$ cat src/rtl/tnkiii_front_pkg.sv
// Shared types and phase constants for the TNKIII front (sprite) layer sequencer.
package tnkiii_front_pkg;

  localparam int NUM_SLOTS    = 64;
  localparam int SLOT_PHASES  = 8;
  localparam int SLOT_W       = $clog2(NUM_SLOTS);
  localparam int PHASE_W      = $clog2(SLOT_PHASES);
  localparam int FRONT_ADDR_W = 11;

  typedef enum logic {
    IDLE = 1'b0,
    SCAN = 1'b1
  } front_seq_state_t;

  localparam logic [PHASE_W-1:0] P_SCAN    = PHASE_W'(0);
  localparam logic [PHASE_W-1:0] P_VLK     = PHASE_W'(1);
  localparam logic [PHASE_W-1:0] P_FCK     = PHASE_W'(2);
  localparam logic [PHASE_W-1:0] P_LD0     = PHASE_W'(3);
  localparam logic [PHASE_W-1:0] P_FREE_LO = PHASE_W'(4);
  localparam logic [PHASE_W-1:0] P_FREE_HI = PHASE_W'(6);
  localparam logic [PHASE_W-1:0] P_LD1     = PHASE_W'(7);

  localparam logic [SLOT_W-1:0]  LAST_SLOT = SLOT_W'(NUM_SLOTS - 1);

  function automatic logic is_free_phase(input logic [PHASE_W-1:0] ph);
    return (ph >= P_FREE_LO) && (ph <= P_FREE_HI);
  endfunction

endpackage

$ cat src/rtl/tnkiii_front_cpu_arb.sv
// CPU access handshake for the front attribute SRAM: one grant clk, then a one-clk ack.
module tnkiii_front_cpu_arb
  import tnkiii_front_pkg::*;
#(
  parameter int ADDR_W = FRONT_ADDR_W
) (
  input  logic              clk,
  input  logic              i_rst,
  input  logic              i_window,
  input  logic              i_req,
  input  logic              i_we,
  input  logic [ADDR_W-1:0] i_addr,
  input  logic [7:0]        i_wdata,
  input  logic [7:0]        i_ram_rdata,
  output logic              o_ack,
  output logic [7:0]        o_rdata,
  output logic [ADDR_W-1:0] o_va,
  output logic [7:0]        o_vd,
  output logic              o_csn,
  output logic              o_vwe
);

  logic              r_gnt;
  logic              r_ack;
  logic              r_we;
  logic [ADDR_W-1:0] r_va;
  logic [7:0]        r_vd;
  logic              w_grant;

  // i_window describes the cycle the grant would occupy; the ack cycle is
  // excluded so a still-high cpu_req there is not mistaken for a new request.
  assign w_grant = i_req && i_window && !r_gnt && !r_ack;

  always_ff @(posedge clk) begin
    if (i_rst) begin
      r_gnt <= 1'b0;
      r_ack <= 1'b0;
      r_we  <= 1'b0;
      r_va  <= '0;
      r_vd  <= '0;
    end else begin
      r_gnt <= w_grant;
      r_ack <= r_gnt;
      if (w_grant) begin
        r_va <= i_addr;
        r_vd <= i_wdata;
        r_we <= i_we;
      end
    end
  end

  assign o_ack   = r_ack;
  assign o_rdata = (r_ack && !r_we) ? i_ram_rdata : '0;
  assign o_va    = r_gnt ? r_va : '0;
  assign o_vd    = r_gnt ? r_vd : '0;
  assign o_csn   = ~r_gnt;
  assign o_vwe   = ~(r_gnt && r_we);

endmodule

$ cat src/rtl/tnkiii_front_seq.sv
// TNKIII front-layer sequencer: walks 64 sprite slots x 8 phases per scanline and
// time-shares the front attribute SRAM CPU port via tnkiii_front_cpu_arb.
module tnkiii_front_seq
  import tnkiii_front_pkg::*;
#(
  parameter int ADDR_W = FRONT_ADDR_W
) (
  input  logic              clk,
  input  logic              VIDEO_RST,
  input  logic              pix_ce,
  input  logic              line_start,
  input  logic              cpu_req,
  input  logic              cpu_we,
  input  logic [ADDR_W-1:0] cpu_addr,
  input  logic [7:0]        cpu_wdata,
  output logic              cpu_ack,
  output logic [7:0]        cpu_rdata,
  input  logic [7:0]        ram_rdata,
  output logic [ADDR_W-1:0] VA,
  output logic [7:0]        VD_out,
  output logic              FRONT_CSn,
  output logic              VWE,
  output logic [4:0]        FH,
  output logic              H3,
  output logic              VCKn,
  output logic              VLK,
  output logic              FCK,
  output logic              FCK_HALF,
  output logic              LD,
  output logic              LC,
  output logic              busy,
  output logic              overrun
);

  front_seq_state_t   r_state, w_state_nx;
  logic [SLOT_W-1:0]  r_slot, w_slot_nx;
  logic [PHASE_W-1:0] r_phase, w_phase_nx;
  logic               w_enter;
  logic               w_flush;
  logic               w_overrun_set;
  logic               w_last_tick;
  logic               w_window_nx;
  logic               r_vckn, r_vlk, r_fck, r_ldn, r_lc, r_overrun;

  always_ff @(posedge clk) begin
    if (VIDEO_RST) begin
      r_state <= IDLE;
      r_slot  <= '0;
      r_phase <= '0;
    end else begin
      r_state <= w_state_nx;
      r_slot  <= w_slot_nx;
      r_phase <= w_phase_nx;
    end
  end

  assign w_last_tick = (r_state == SCAN) && pix_ce &&
                       (r_slot == LAST_SLOT) && (r_phase == P_LD1);

  // w_enter marks any move into a new phase, including the line_start entry
  // into slot 0 phase 0; the leaving-SCAN move raises w_flush instead.
  always_comb begin
    w_state_nx    = r_state;
    w_slot_nx     = r_slot;
    w_phase_nx    = r_phase;
    w_enter       = 1'b0;
    w_flush       = 1'b0;
    w_overrun_set = 1'b0;
    unique case (r_state)
      IDLE: begin
        if (line_start) begin
          w_state_nx = SCAN;
          w_slot_nx  = '0;
          w_phase_nx = P_SCAN;
          w_enter    = 1'b1;
        end
      end
      SCAN: begin
        if (line_start) begin
          w_slot_nx     = '0;
          w_phase_nx    = P_SCAN;
          w_enter       = 1'b1;
          w_overrun_set = ~w_last_tick;
        end else if (pix_ce) begin
          if (r_phase == P_LD1) begin
            w_phase_nx = P_SCAN;
            if (r_slot == LAST_SLOT) begin
              w_state_nx = IDLE;
              w_slot_nx  = '0;
              w_flush    = 1'b1;
            end else begin
              w_slot_nx = r_slot + SLOT_W'(1);
              w_enter   = 1'b1;
            end
          end else begin
            w_phase_nx = r_phase + PHASE_W'(1);
            w_enter    = 1'b1;
          end
        end
      end
      default: w_state_nx = IDLE;
    endcase
  end

  always_ff @(posedge clk) begin
    if (VIDEO_RST) begin
      r_vckn    <= 1'b1;
      r_vlk     <= 1'b0;
      r_fck     <= 1'b0;
      r_ldn     <= 1'b1;
      r_lc      <= 1'b0;
      r_overrun <= 1'b0;
    end else begin
      r_vckn    <= ~(w_enter && (w_phase_nx == P_SCAN));
      r_vlk     <= w_enter && (w_phase_nx == P_VLK);
      r_fck     <= w_enter && (w_phase_nx == P_FCK);
      r_ldn     <= ~(w_enter && ((w_phase_nx == P_LD0) || (w_phase_nx == P_LD1)));
      r_lc      <= (w_enter && (w_phase_nx == P_SCAN) && (w_slot_nx != '0)) || w_flush;
      r_overrun <= r_overrun | w_overrun_set;
    end
  end

  // Qualified on the upcoming state, so a grant can never share a clk with VCKn=0.
  assign w_window_nx = (w_state_nx == IDLE) || is_free_phase(w_phase_nx);

  tnkiii_front_cpu_arb #(
    .ADDR_W(ADDR_W)
  ) u_cpu_arb (
    .clk         (clk),
    .i_rst       (VIDEO_RST),
    .i_window    (w_window_nx),
    .i_req       (cpu_req),
    .i_we        (cpu_we),
    .i_addr      (cpu_addr),
    .i_wdata     (cpu_wdata),
    .i_ram_rdata (ram_rdata),
    .o_ack       (cpu_ack),
    .o_rdata     (cpu_rdata),
    .o_va        (VA),
    .o_vd        (VD_out),
    .o_csn       (FRONT_CSn),
    .o_vwe       (VWE)
  );

  assign FH       = r_slot[SLOT_W-1:1];
  assign H3       = r_slot[0];
  assign VCKn     = r_vckn;
  assign VLK      = r_vlk;
  assign FCK      = r_fck;
  assign FCK_HALF = r_phase[PHASE_W-1];
  assign LD       = r_ldn;
  assign LC       = r_lc;
  assign busy     = (r_state == SCAN);
  assign overrun  = r_overrun;

endmodule
$ cat config.mk
export PLATFORM = sky130hd
export DESIGN_NAME = tnkiii_front_seq
export DESIGN_NICKNAME = d
export VERILOG_FILES = /design/src/rtl/tnkiii_front_pkg.sv /design/src/rtl/tnkiii_front_cpu_arb.sv /design/src/rtl/tnkiii_front_seq.sv
export SDC_FILE = /design/constraint.sdc
export NUM_CORES = 1
export LEC_CHECK = 0
export ABC_AREA = 1
export BUFFER_PORTS_ARGS = -buffer_cell sky130_fd_sc_hd__clkbuf_2
export CORE_UTILIZATION = 32
export DETAILED_ROUTE_END_ITERATION = 10
export GPL_TIMING_DRIVEN = 0
export PLACE_DENSITY = 0.65
export SYNTH_ARGS = -nofsm -noshare
export SYNTH_HDL_FRONTEND = slang
export SYNTH_HIERARCHICAL = 1
export SYNTH_SLANG_ARGS = --single-unit
$ cat constraint.sdc
create_clock -name clk -period 1.9 [get_ports clk]
set_input_delay 0.38 -clock clk [delete_from_list [all_inputs] [get_ports clk]]
set_output_delay 0.38 -clock clk [all_outputs]
set_load 0.01 [all_outputs]
==> reports/summary.log, run 1 <==
qor: synthesis.synth_top_flop_cell sky130_fd_sc_hd__dfxtp_1
qor: floorplanning.initial_utilization 34.01%
qor: finish.finalNetCount 460
qor: synthesis.synthDominantCellAreaShare 36.69%
qor: power_and_ir_drop.clock_power_share 34.7%
qor: drt.route.final.wire_length 5484 um
qor: clock_tree.htreeDepth 2
qor: worst_setup_path.endpoint_kind flip-flop
qor: outcome.failing_checks setup timing
qor: finish.post_route_cells_drive_above_1_share 38.82%
qor: floorplanning.ports_placed_on_the_boundary 77
qor: finish.antenna_cells_inserted 0
qor: synthesis.netlist_instances 325
qor: drt.drt_pre_antenna_iters 4
qor: worst_setup_path.timing.reg2reg.worst_path_depth 15
qor: timing.clock_skew_after_layout 0.004401 ns
qor: timing.whs 0.3622 ns
qor: global_route.globalRoute.totalOverflow 0
qor: timing.setup-tns-final -0.3736 ns
qor: timing.maxSlewViolCount 0
qor: drt.initialDrtViolationCount 130
qor: power_and_ir_drop.pwr-share-seq 49.6%
qor: min_path.holdPathStages 2
qor: finish.finalInstanceArea 0.002969 mm^2
qor: drt.drc_errors 0
qor: floorplanning.area_inside_the_core_boundary 0.006096 mm^2
qor: worst_setup_path.critical_path.reg2reg.endpoint u_cpu_arb/r_vd[1]
qor: place.finalWeightedCongestion 0.8710
qor: flow_run.maxCapViolCount 0
qor: timing.unrepaired_setup_endpoints_after_global_routing true
qor: clock_tree.cts.sinks 38
qor: timing.timing_hold_violations_final 0
qor: clock_tree.path_clk_slew 0.08 ns
qor: global_route.first_global_vias 1921
qor: drt.antenna_violating_nets_post_route 0
qor: min_path.hold_sp VIDEO_RST
qor: worst_setup_path.critical_path_class reg2reg
qor: power_and_ir_drop.p_sw_share 27.72%
qor: clock_tree.clk_latency_worst_skew_pair 0.29 ns
qor: synthesis.yosys_warnings 6
qor: global_route.maximum_number_of_pins_on_one_net_before_global_route_repair 13
qor: timing.final_critical_path_setup_slack -0.03088 ns
qor: finish.mostFrequentLayoutCell sky130_fd_sc_hd__clkbuf_2
qor: power_and_ir_drop.comb_power_share 15.7%
qor: synthesis.synth_enable_flop_cells 0
qor: global_route.antenna_found_initial 0
qor: power_and_ir_drop.netsw 0.0004748 W
qor: timing.setup_viol_count_final 20
qor: worst_setup_path.cp_startpoint_kind flip-flop
qor: synthesis.asyncSetResetFlopFracSynth 0%
qor: synthesis.ys_seq_area_share 36.69%
qor: finish.final_cell_utilization_of_the_core 48.71%
qor: worst_setup_path.critical_path.max_fanout 6
qor: synthesis.postSynthRegisterBits 38
qor: timing.fmaxAchievable 0.5179 GHz
qor: power_and_ir_drop.p_int 0.001238 W
qor: min_path.hold-path-endpoint u_cpu_arb/o_ack
qor: power_and_ir_drop.leakage 1.688 nW
qor: clock_tree.clk_root_buffer_cell sky130_fd_sc_hd__clkbuf_8
qor: timing.period_needed 1.931 ns
qor: synthesis.yosys.cell_types.count 29
qor: worst_setup_path.cp.arrival 2.13 ns
qor: power_and_ir_drop.maximum_vdd_drop 0.3018 mV
qor: worst_setup_path.regToRegSetupSlack -0.03 ns
qor: global_route.first_pass_grt_wire_length 8569 um
qor: place.numPlacedInstances 476
qor: synthesis.syn-mean-instance-area 6.379 um^2
qor: drt.wire_per_inst 10.97 um
qor: floorplanning.dieHeight 82.49 um
qor: outcome.run_status finished with violations
qor: clock_tree.cts_tree yes
qor: synthesis.synth_area_leaders sky130_fd_sc_hd__dfxtp_1 (37%), sky130_fd_sc_hd__nand2_1 (13%), sky130_fd_sc_hd__inv_1 (11%)
qor: synthesis.syn-cell-area 0.002073 mm^2
qor: finish.fin_cells 500
qor: finish.commonest_cells_after_routing_fill_and_taps_aside sky130_fd_sc_hd__clkbuf_2 (76), sky130_fd_sc_hd__nand2_1 (69), sky130_fd_sc_hd__inv_1 (60)
qor: min_path.worst_hold_check_path_type in2reg
qor: timing.max_slew_margin 69.68%
qor: worst_setup_path.startpoint r_phase[0]
qor: drt.dr_total_vias 2267
qor: global_route.groute.usage.overall 16.55%
qor: worst_setup_path.reg2reg_from r_phase[0]
qor: place.placed_cell_area 0.002557 mm^2
qor: synthesis.synth_area_leader_cell sky130_fd_sc_hd__dfxtp_1
qor: finish.area_delta_synth_final 43.21%
qor: drt.post_drt_via_cell_ratio 4.534
qor: timing.tightestPinTransition 0.4548 ns
qor: synthesis.synthesis.nets 361
qor: power_and_ir_drop.power_density 577.0 mW/mm^2
qor: place.numPortBuffers 76
qor: clock_tree.clockBufferDepth 2
qor: worst_setup_path.worstPathRequired 2.10 ns
qor: floorplanning.placement_rows 28
qor: floorplanning.x_dimension_of_the_die 82.49 um
qor: timing.finalCritPeriodShare 101.6%
qor: floorplanning.design.die.area 0.006805 mm^2
qor: clock_tree.cts_made_buffers 5
qor: place.hpwl_dp 3778 um
metrics by stage:
stage / total power [W] / worst slack (ns)
6_report: 0.001713 / -0.03088
5_1_grt: 0.001791 / -0.1432
4_1_cts: 0.001726 / -0.06868
3_5_place_dp: 0.001095 / -0.4171
3_3_place_gp: 0.001090 / -0.3593
2_1_floorplan: 0.001010 / 0.002452
area by class of cell:
| class | instances | area, um^2 |
|---|---|---|
| Buffer | 14 | 115.1 |
| Inverter | 68 | 265.3 |
| Timing Repair Buffer | 92 | 508.0 |
| Fill cell | 635 | 3127 |
| Multi-Input combinational cell | 205 | 1124 |
| Tap cell | 75 | 93.84 |
| Sequential cell | 38 | 768.2 |
| Clock inverter | 2 | 12.51 |
| Clock buffer | 6 | 82.58 |
critical path: stages, from the launching register on:
cell and delay (ns):
sky130_fd_sc_hd__dfxtp_4 0.37, sky130_fd_sc_hd__ha_4 0.14, sky130_fd_sc_hd__ha_4 0.15, sky130_fd_sc_hd__nand2_4 0.06, sky130_fd_sc_hd__nor2_4 0.10, sky130_fd_sc_hd__nand2_2 0.09, sky130_fd_sc_hd__clkinv_4 0.06, sky130_fd_sc_hd__nand2_4 0.04
sky130_fd_sc_hd__o21ai_2 0.12, sky130_fd_sc_hd__o21bai_1 0.13, sky130_fd_sc_hd__nand2_1 0.12, sky130_fd_sc_hd__inv_4 0.13, sky130_fd_sc_hd__buf_6 0.14, sky130_fd_sc_hd__nand3_2 0.06, sky130_fd_sc_hd__nand2_1 0.06, sky130_fd_sc_hd__nor2_1 0.04
power groups by stage:
stage	Sequential (W)	Clock [W]	Combinational [W]
floorplan	0.000867	0	0.000143
global placement	0.000867	0	0.000223
detailed placement	0.000868	0	0.000227
CTS	0.000850	0.000613	0.000263
global route	0.000855	0.000634	0.000303
finish	0.000849	0.000595	0.000269
state kept, by name (all words and copies together) (netlist names):
| signal | count |
|---|---|
| busy | 1 |
| FCK | 1 |
| VCKn | 1 |
| VLK | 1 |
| u_cpu_arb/r_va | 11 |
| overrun | 1 |
| LD | 1 |
| r_slot | 6 |
| u_cpu_arb/r_we | 1 |
| r_phase | 3 |
| u_cpu_arb/r_gnt | 1 |
| u_cpu_arb/o_ack | 1 |
| LC | 1 |
| u_cpu_arb/r_vd | 8 |
cells in the mapped netlist, types with 6 or more instances:
master,count
sky130_fd_sc_hd__nand2_1,72
sky130_fd_sc_hd__inv_1,61
sky130_fd_sc_hd__nor2_1,47
sky130_fd_sc_hd__dfxtp_1,38
sky130_fd_sc_hd__nand3_1,30
sky130_fd_sc_hd__a21oi_1,23
sky130_fd_sc_hd__nand2_2,7
sky130_fd_sc_hd__buf_2,6
sky130_fd_sc_hd__inv_2,6
routing by layer:
metal	vias to the layer above	routed length, um	track usage [%]
li1	1183	-	-
met1	1009	2546	21.17
met5	-	0	0
met2	68	2558	27.60
met3	7	309	2.418
met4	0	69	7.241
cells by family after synthesis:
logic type               share of synthesized area (%)
AO/OA/AOI/OAI                                    9.475
adder cells (fa/ha/maj)                          1.811
buffers and inverters                            16.72
flip-flops                                       36.69
AND/OR/NAND/NOR                                  35.30
worst max path at each step:
| stage | end | slack [ns] | depth (start not counted) |
|---|---|---|---|
| final | u_cpu_arb/r_vd[1] | -0.03 | 15 |
| after global routing | u_cpu_arb/r_va[0] | -0.14 | 15 |
| after CTS | u_cpu_arb/r_va[10] | -0.07 | 15 |
| after detailed placement | u_cpu_arb/r_va[9] | -0.42 | 14 |
| after global placement | u_cpu_arb/r_va[6] | -0.36 | 14 |
| after floorplan | u_cpu_arb/r_va[0] | 0.002 | 15 |
timing repair:
item,in CTS,in global routing
resized for setup,38,12
endpoints found under the setup margin,21,22
buffers inserted,12,2
hold buffers,0,0
pin swaps,6,7
cloned,2,0
Power figures use the tool's default switching activity.
==> run 2: changes to the inputs <==
--- a/config.mk
+++ b/config.mk
@@ -11,7 +11,7 @@
 export DETAILED_ROUTE_END_ITERATION = 10
 export GPL_TIMING_DRIVEN = 0
 export PLACE_DENSITY = 0.65
+export SETUP_SLACK_MARGIN = 0.05
 export SYNTH_ARGS = -nofsm -noshare
 export SYNTH_HDL_FRONTEND = slang
-export SYNTH_HIERARCHICAL = 1
 export SYNTH_SLANG_ARGS = --single-unit
==> reports/summary.log, run 2 <==
qor: outcome.run_status finished, final reports clean
qor: worst_setup_path.startpoint r_phase[0]
qor: synthesis.netlist_instances 299
qor: drt.post_drt_via_cell_ratio 4.521
qor: finish.area_delta_synth_final 35.15%
qor: drt.drt_pre_antenna_iters 4
qor: place.dp_worst_setup_slack 0.08004 ns
qor: worst_setup_path.worstPathRequired 2.07 ns
qor: worst_setup_path.critical_path.max_fanout 7
qor: synthesis.synthesis.nets 335
qor: floorplanning.dieHeight 80.65 um
qor: finish.antenna_cells_inserted 0
qor: drt.route.final.wire_length 4909 um
qor: floorplanning.design.die.area 0.006504 mm^2
qor: worst_setup_path.regToRegSetupSlack 0.16 ns
qor: timing.period_needed 1.742 ns
qor: timing.max_slew_margin 63.89%
qor: global_route.antenna_found_initial 0
qor: worst_setup_path.timing.reg2reg.worst_path_depth 12
qor: floorplanning.x_dimension_of_the_die 80.65 um
qor: global_route.groute.usage.overall 15.50%
qor: timing.finalCritPeriodShare 91.67%
qor: worst_setup_path.crit_chain ha_4 -> ha_4 -> nor2_2 -> nor2_2 -> o21ai_2 -> inv_2 -> nand2_2 -> nand2_4 -> buf_4 -> nand3b_1 -> nand2_1 -> nor2_1
qor: worst_setup_path.endpoint_kind flip-flop
qor: synthesis.synth_enable_flop_cells 0
qor: timing.maxSlewViolCount 0
qor: floorplanning.placement_rows 28
qor: place.numPortBuffers 76
qor: global_route.first_global_vias 1863
qor: worst_setup_path.critical_path.reg2reg.endpoint u_cpu_arb.r_va[10]
qor: finish.largest_reg_flops 11
qor: place.finalWeightedCongestion 0.8568
qor: place.placed_cell_area 0.002454 mm^2
qor: clock_tree.cts-hold-fix-buffers 0
qor: worst_setup_path.reg2reg_from r_phase[0]
qor: min_path.worst_hold_check_path_type in2reg
qor: clock_tree.htreeDepth 2
qor: worst_setup_path.cp.arrival 1.92 ns
qor: synthesis.synth_top_flop_cell sky130_fd_sc_hd__dfxtp_1
qor: flow_run.maxCapViolCount 0
qor: worst_setup_path.cp_startpoint_kind flip-flop
qor: finish.post_route_cells_drive_above_1_share 31.35%
qor: clock_tree.clk_latency_worst_skew_pair 0.28 ns
qor: drt.wire_per_inst 10.65 um
qor: worst_setup_path.cpPeakStageDelay 0.36 ns
qor: finish.largest_registers_ranked_by_flip_flop_count u_cpu_arb.r_va (11), u_cpu_arb.r_vd (8), r_slot (6)
qor: synthesis.yosys_warnings 0
qor: worst_setup_path.critical_path_class reg2reg
qor: worst_setup_path.cpLargestDelayFamily simple AND/OR/NAND/NOR gates
qor: global_route.first_pass_grt_wire_length 7797 um
qor: synthesis.yosys.cell_count.top_type sky130_fd_sc_hd__nand2_1
qor: synthesis.synth_area_leader_cell sky130_fd_sc_hd__dfxtp_1
qor: synthesis.synthDominantCellAreaShare 38.43%
qor: power_and_ir_drop.maximum_vdd_drop 0.2805 mV
qor: floorplanning.area_inside_the_core_boundary 0.005956 mm^2
qor: timing.unrepaired_setup_endpoints_after_global_routing true
qor: worst_setup_path.critical_path_cell_count 12
qor: drt.initialDrtViolationCount 54
qor: timing.clock_skew_after_layout 0.007045 ns
qor: finish.finalNetCount 421
qor: timing.tightestPinTransition 0.5405 ns
qor: timing.timing_hold_violations_final 0
qor: synthesis.synth_area_leaders sky130_fd_sc_hd__dfxtp_1 (38%), sky130_fd_sc_hd__nand2_1 (13%), sky130_fd_sc_hd__nor2_1 (11%)
qor: power_and_ir_drop.leakage 1.442 nW
qor: timing.setup-tns-final 0 ns
qor: timing.fmaxAchievable 0.5741 GHz
qor: synthesis.syn-mean-instance-area 6.620 um^2
qor: drt.antenna_violating_nets_post_route 0
qor: clock_tree.clockBufferDepth 2
qor: clock_tree.cts.sinks 38
qor: synthesis.syn-cell-area 0.001979 mm^2
qor: synthesis.synth_commonest_cells sky130_fd_sc_hd__nand2_1 (71), sky130_fd_sc_hd__nor2_1 (57), sky130_fd_sc_hd__inv_1 (40)
qor: global_route.maximum_number_of_pins_on_one_net_before_global_route_repair 12
qor: floorplanning.ports_placed_on_the_boundary 77
qor: synthesis.yosys.cell_types.count 24
qor: drt.drc_errors 0
qor: clock_tree.cts_tree yes
qor: clock_tree.path_clk_slew 0.07 ns
qor: finish.commonest_cells_after_routing_fill_and_taps_aside sky130_fd_sc_hd__clkbuf_2 (78), sky130_fd_sc_hd__nand2_1 (70), sky130_fd_sc_hd__nor2_1 (53)
qor: place.hpwl_dp 3691 um
qor: global_route.globalRoute.totalOverflow 0
qor: drt.dr_total_vias 2084
qor: synthesis.asyncSetResetFlopFracSynth 0%
qor: floorplanning.initial_utilization 33.24%
qor: clock_tree.clk_root_buffer_cell sky130_fd_sc_hd__clkbuf_8
qor: timing.final_critical_path_setup_slack 0.1583 ns
qor: synthesis.ys_seq_area_share 38.43%
qor: clock_tree.cts_made_buffers 5
qor: finish.finalInstanceArea 0.002675 mm^2
qor: synthesis.postSynthRegisterBits 38
qor: finish.largest-register u_cpu_arb.r_va
qor: worst_setup_path.worstSetupEndpoint u_cpu_arb.r_va[10]
qor: worst_setup_path.timing.critical_path.slowest_stage_cell sky130_fd_sc_hd__dfxtp_4
qor: finish.mostFrequentLayoutCell sky130_fd_sc_hd__clkbuf_2
qor: timing.setup_viol_count_final 0
qor: worst_setup_path.cp.buffers_inverters 2
qor: power_and_ir_drop.power_density 677.9 mW/mm^2
[run 2: worst min path at each step]
stage,from,end,slack (ns),cells after the start
after floorplan,u_cpu_arb.r_va[0],u_cpu_arb.r_va[0],0.45,2
after global placement,overrun,overrun,0.45,1
after detailed placement,overrun,overrun,0.46,1
after CTS,VIDEO_RST,r_phase[0],0.30,2
after global routing,VIDEO_RST,r_phase[0],0.30,2
final,VIDEO_RST,r_phase[0],0.31,2
[run 2: per-layer routing]
| metal | share of wire (%) | track usage (%) | vias to the layer above |
|---|---|---|---|
| met5 | 0 | 0 | - |
| met4 | 0.51 | 4.821 | 0 |
| met3 | 5.1 | 3.182 | 2 |
| met2 | 50 | 28.90 | 55 |
| met1 | 45 | 17.38 | 930 |
| li1 | - | - | 1097 |
[run 2: area by class of cell]
type | instances | area (um^2)
fillers | 627 | 3281
multi-input cells | 204 | 1030
clock inverters | 1 | 30.03
plain buffers | 13 | 87.58
inverters | 44 | 166.4
repair buffers | 79 | 420.4
well taps | 75 | 93.84
flip-flops and latches | 38 | 770.7
clock buffers | 7 | 76.32
[run 2: metrics by stage]
| step | hold WS, ns | util, % | cells | total power (W) |
|---|---|---|---|---|
| floorplan | 0.4514 | - | 299 | 0.001062 |
| global placement | 0.4482 | 41.20 | 450 | 0.001151 |
| detailed placement | 0.4570 | 41.20 | 450 | 0.001157 |
| CTS | 0.3005 | 42.98 | 458 | 0.001824 |
| global route | 0.2984 | 44.92 | 461 | 0.001929 |
| finish | 0.3088 | 44.92 | 461 | 0.001814 |
[run 2: cell families after synthesis]
group,count (synthesis),share of synthesized area [%]
flip-flops,38,38.43
AND/OR/NAND/NOR,165,37.23
adder cells (fa/ha/maj),3,1.897
AO/OA/AOI/OAI,36,9.925
buffers and inverters,57,12.52
[run 2: timing repair]
item,CTS,global route
hold endpoints to repair,0,0
buffers inserted,0,1
pin swaps,0,9
endpoints found under the setup margin,1,31
resized for setup,1,26
cloned,0,2
[run 2: where the power goes]
group          switching (W)  total [W]  internal (W)  leakage (nW)
Sequential         0.0000250   0.000862      0.000837         0.313
Clock               0.000263   0.000656      0.000393        0.0524
Combinational       0.000166   0.000295      0.000130          1.08
[run 2: worst reg2reg max path: stages, from the launching register on]
cell                       delay [ns]
sky130_fd_sc_hd__dfxtp_4         0.36
sky130_fd_sc_hd__ha_4            0.16
sky130_fd_sc_hd__ha_4            0.25
sky130_fd_sc_hd__nor2_2          0.03
sky130_fd_sc_hd__nor2_2          0.11
sky130_fd_sc_hd__o21ai_2         0.09
sky130_fd_sc_hd__inv_2           0.08
sky130_fd_sc_hd__nand2_2         0.06
sky130_fd_sc_hd__nand2_4         0.14
sky130_fd_sc_hd__buf_4           0.16
sky130_fd_sc_hd__nand3b_1        0.08
sky130_fd_sc_hd__nand2_1         0.07
sky130_fd_sc_hd__nor2_1          0.04
==> run 3: changes to the inputs <==
--- a/config.mk
+++ b/config.mk
@@ -12,6 +12,8 @@
 export GPL_TIMING_DRIVEN = 0
 export PLACE_DENSITY = 0.65
 export SETUP_SLACK_MARGIN = 0.05
+export SLEW_MARGIN = 20
 export SYNTH_ARGS = -nofsm -noshare
 export SYNTH_HDL_FRONTEND = slang
+export SYNTH_HIERARCHICAL = 1
 export SYNTH_SLANG_ARGS = --single-unit
==> reports/summary.log, run 3 (synthesis gave the netlist of run 1 again) <==
qor: worst_setup_path.cp.arrival 2.08 ns
qor: floorplanning.initial_utilization 34.01%
qor: worst_setup_path.cp_startpoint_kind flip-flop
qor: drt.post_drt_via_cell_ratio 4.579
qor: drt.wire_per_inst 10.94 um
qor: power_and_ir_drop.maximum_vdd_drop 0.3574 mV
qor: clock_tree.path_clk_slew 0.08 ns
qor: floorplanning.placement_rows 28
qor: clock_tree.cts-hold-fix-buffers 0
qor: place.finalWeightedCongestion 0.8890
qor: global_route.first_global_vias 2061
qor: clock_tree.clk_latency_worst_skew_pair 0.28 ns
qor: finish.fin_cells 496
qor: worst_setup_path.regToRegSetupSlack 0.006 ns
qor: floorplanning.x_dimension_of_the_die 82.49 um
qor: worst_setup_path.endpoint_kind flip-flop
qor: drt.initialDrtViolationCount 110
qor: timing.max_slew_margin 68.81%
qor: flow_run.maxCapViolCount 0
qor: global_route.groute.usage.overall 17.37%
qor: place.hpwl_dp 3775 um
qor: timing.finalCritPeriodShare 99.69%
qor: drt.route.layer.met1.wl 2347 um
qor: floorplanning.design.die.area 0.006805 mm^2
qor: worst_setup_path.worstPathRequired 2.08 ns
qor: timing.tightestPinTransition 0.4678 ns
qor: finish.largest-register u_cpu_arb/r_va
qor: clock_tree.clockBufferDepth 2
qor: global_route.maximum_number_of_pins_on_one_net_before_global_route_repair 13
qor: timing.maxSlewViolCount 0
qor: finish.post_route_cells_drive_above_1_share 38.24%
qor: min_path.hold_sp VIDEO_RST
qor: finish.antenna_cells_inserted 0
qor: drt.routed.top_layer met4
qor: timing.unrepaired_setup_endpoints_after_global_routing true
qor: timing.setup_viol_count_final 0
qor: worst_setup_path.reg2reg_from r_phase[1]
qor: timing.fmaxAchievable 0.5280 GHz
qor: drt.drc_errors 0
qor: outcome.run_status finished, final reports clean
qor: clock_tree.cts.sinks 38
qor: drt.detailroute.wirelength.met2 2716 um
qor: drt.route.final.wire_length 5424 um
qor: floorplanning.area_inside_the_core_boundary 0.006096 mm^2
qor: global_route.globalRoute.totalOverflow 0
qor: place.dp_worst_setup_slack -0.1782 ns
qor: power_and_ir_drop.power_density 658.7 mW/mm^2
qor: place.numPortBuffers 76
qor: clock_tree.cts_made_buffers 5
qor: global_route.antenna_found_initial 0
qor: drt.dr_wl_met3 345 um
qor: finish.largest_registers_ranked_by_flip_flop_count u_cpu_arb/r_va (11), u_cpu_arb/r_vd (8), r_slot (6)
qor: finish.finalNetCount 456
qor: worst_setup_path.critical_path_class reg2reg
qor: floorplanning.dieHeight 82.49 um
qor: worst_setup_path.critical_path.max_fanout 6
qor: finish.area_delta_synth_final 43.27%
qor: drt.dr_total_vias 2271
qor: clock_tree.cts_tree yes
qor: min_path.worst_hold_check_path_type in2reg
qor: floorplanning.ports_placed_on_the_boundary 77
qor: place.numPlacedInstances 476
qor: finish.largest_reg_flops 11
qor: finish.mostFrequentLayoutCell sky130_fd_sc_hd__clkbuf_2
qor: drt.antenna_violating_nets_post_route 0
qor: timing.final_critical_path_setup_slack 0.005926 ns
qor: clock_tree.clk_root_buffer_cell sky130_fd_sc_hd__clkbuf_8
qor: global_route.first_pass_grt_wire_length 8956 um
qor: clock_tree.htreeDepth 2
qor: timing.timing_hold_violations_final 0
qor: timing.clock_skew_after_layout 0.006380 ns
qor: timing.period_needed 1.894 ns
qor: finish.commonest_cells_after_routing_fill_and_taps_aside sky130_fd_sc_hd__clkbuf_2 (76), sky130_fd_sc_hd__nand2_1 (69), sky130_fd_sc_hd__inv_1 (60)
qor: worst_setup_path.startpoint r_phase[1]
qor: power_and_ir_drop.leakage 1.695 nW
qor: drt.drt_pre_antenna_iters 4
-- run 3: changes by cell type in the layout (fill, tap and decap cells not counted), sizes merged, moves of 6 or more --
cell,previous run,this run
buf,8,23
nor2,59,51
clkbuf,91,85
nand3b,20,0
nand3,7,31
inv,43,67
-- run 3: cell type report --
| type | instances | area, um^2 |
|---|---|---|
| fill | 655 | 3126 |
| timing repair buffer | 88 | 478.0 |
| clock inverter | 2 | 60.06 |
| buffer | 14 | 115.1 |
| clock buffer | 6 | 82.58 |
| inverter | 68 | 261.5 |
| sequential | 38 | 768.2 |
| multi-input combinational | 205 | 1111 |
| tap | 75 | 93.84 |
-- run 3: layer usage --
layer  global-route usage, %  vias up
li1                        -     1176
met1                   20.17     1011
met2                   31.74       82
met3                   3.846        2
met4                   5.000        0
met5                       0        -
-- run 3: where the power goes --
part / total, W / internal [W] / switching, W
registers: 0.000849 / 0.000830 / 0.0000193
logic: 0.000262 / 0.000111 / 0.000151
clock network: 0.000845 / 0.000560 / 0.000285
-- run 3: worst paths after layout --
check | depth (start not counted) | to
setup reg to reg | 15 | u_cpu_arb/r_vd[0]
hold reg to reg | 2 | u_cpu_arb/r_va[5]
hold / removal | 2 | u_cpu_arb/o_ack
setup / recovery | 15 | u_cpu_arb/r_vd[0]
-- run 3: worst max-delay path, stage by stage, from the launching register on --
cell                       delay (ns)
sky130_fd_sc_hd__dfxtp_2         0.36
sky130_fd_sc_hd__ha_4            0.15
sky130_fd_sc_hd__ha_4            0.16
sky130_fd_sc_hd__nand2_4         0.06
sky130_fd_sc_hd__nor2_4          0.10
sky130_fd_sc_hd__nand2_2         0.07
sky130_fd_sc_hd__clkinv_2        0.07
sky130_fd_sc_hd__nand2_4         0.05
sky130_fd_sc_hd__o21ai_2         0.12
sky130_fd_sc_hd__o21bai_1        0.13
sky130_fd_sc_hd__nand2_2         0.10
sky130_fd_sc_hd__inv_4           0.12
sky130_fd_sc_hd__buf_6           0.14
sky130_fd_sc_hd__nand3_2         0.05
sky130_fd_sc_hd__nand2_1         0.07
sky130_fd_sc_hd__nor2_1          0.05
-- run 3: repair_timing --
item	CTS	global route
pin swaps	7	0
buffers inserted	10	0
setup endpoints to repair	21	23
gates resized for setup	35	4
cloned	2	0
-- run 3: stage by stage --
stage               power [W]  utilization, %  hold slack, ns  cell area [um^2]   TNS, ns
floorplan            0.001014               -          0.4514              2120         0
finish               0.001957           48.73          0.3706              2970         0
CTS                  0.001981           48.54          0.3586              2959  -0.04096
global placement     0.001094           42.55          0.4614              2594    -3.392
detailed placement   0.001099           42.55          0.4674              2594    -3.361
global route         0.002076           48.73          0.3659              2970    -1.939
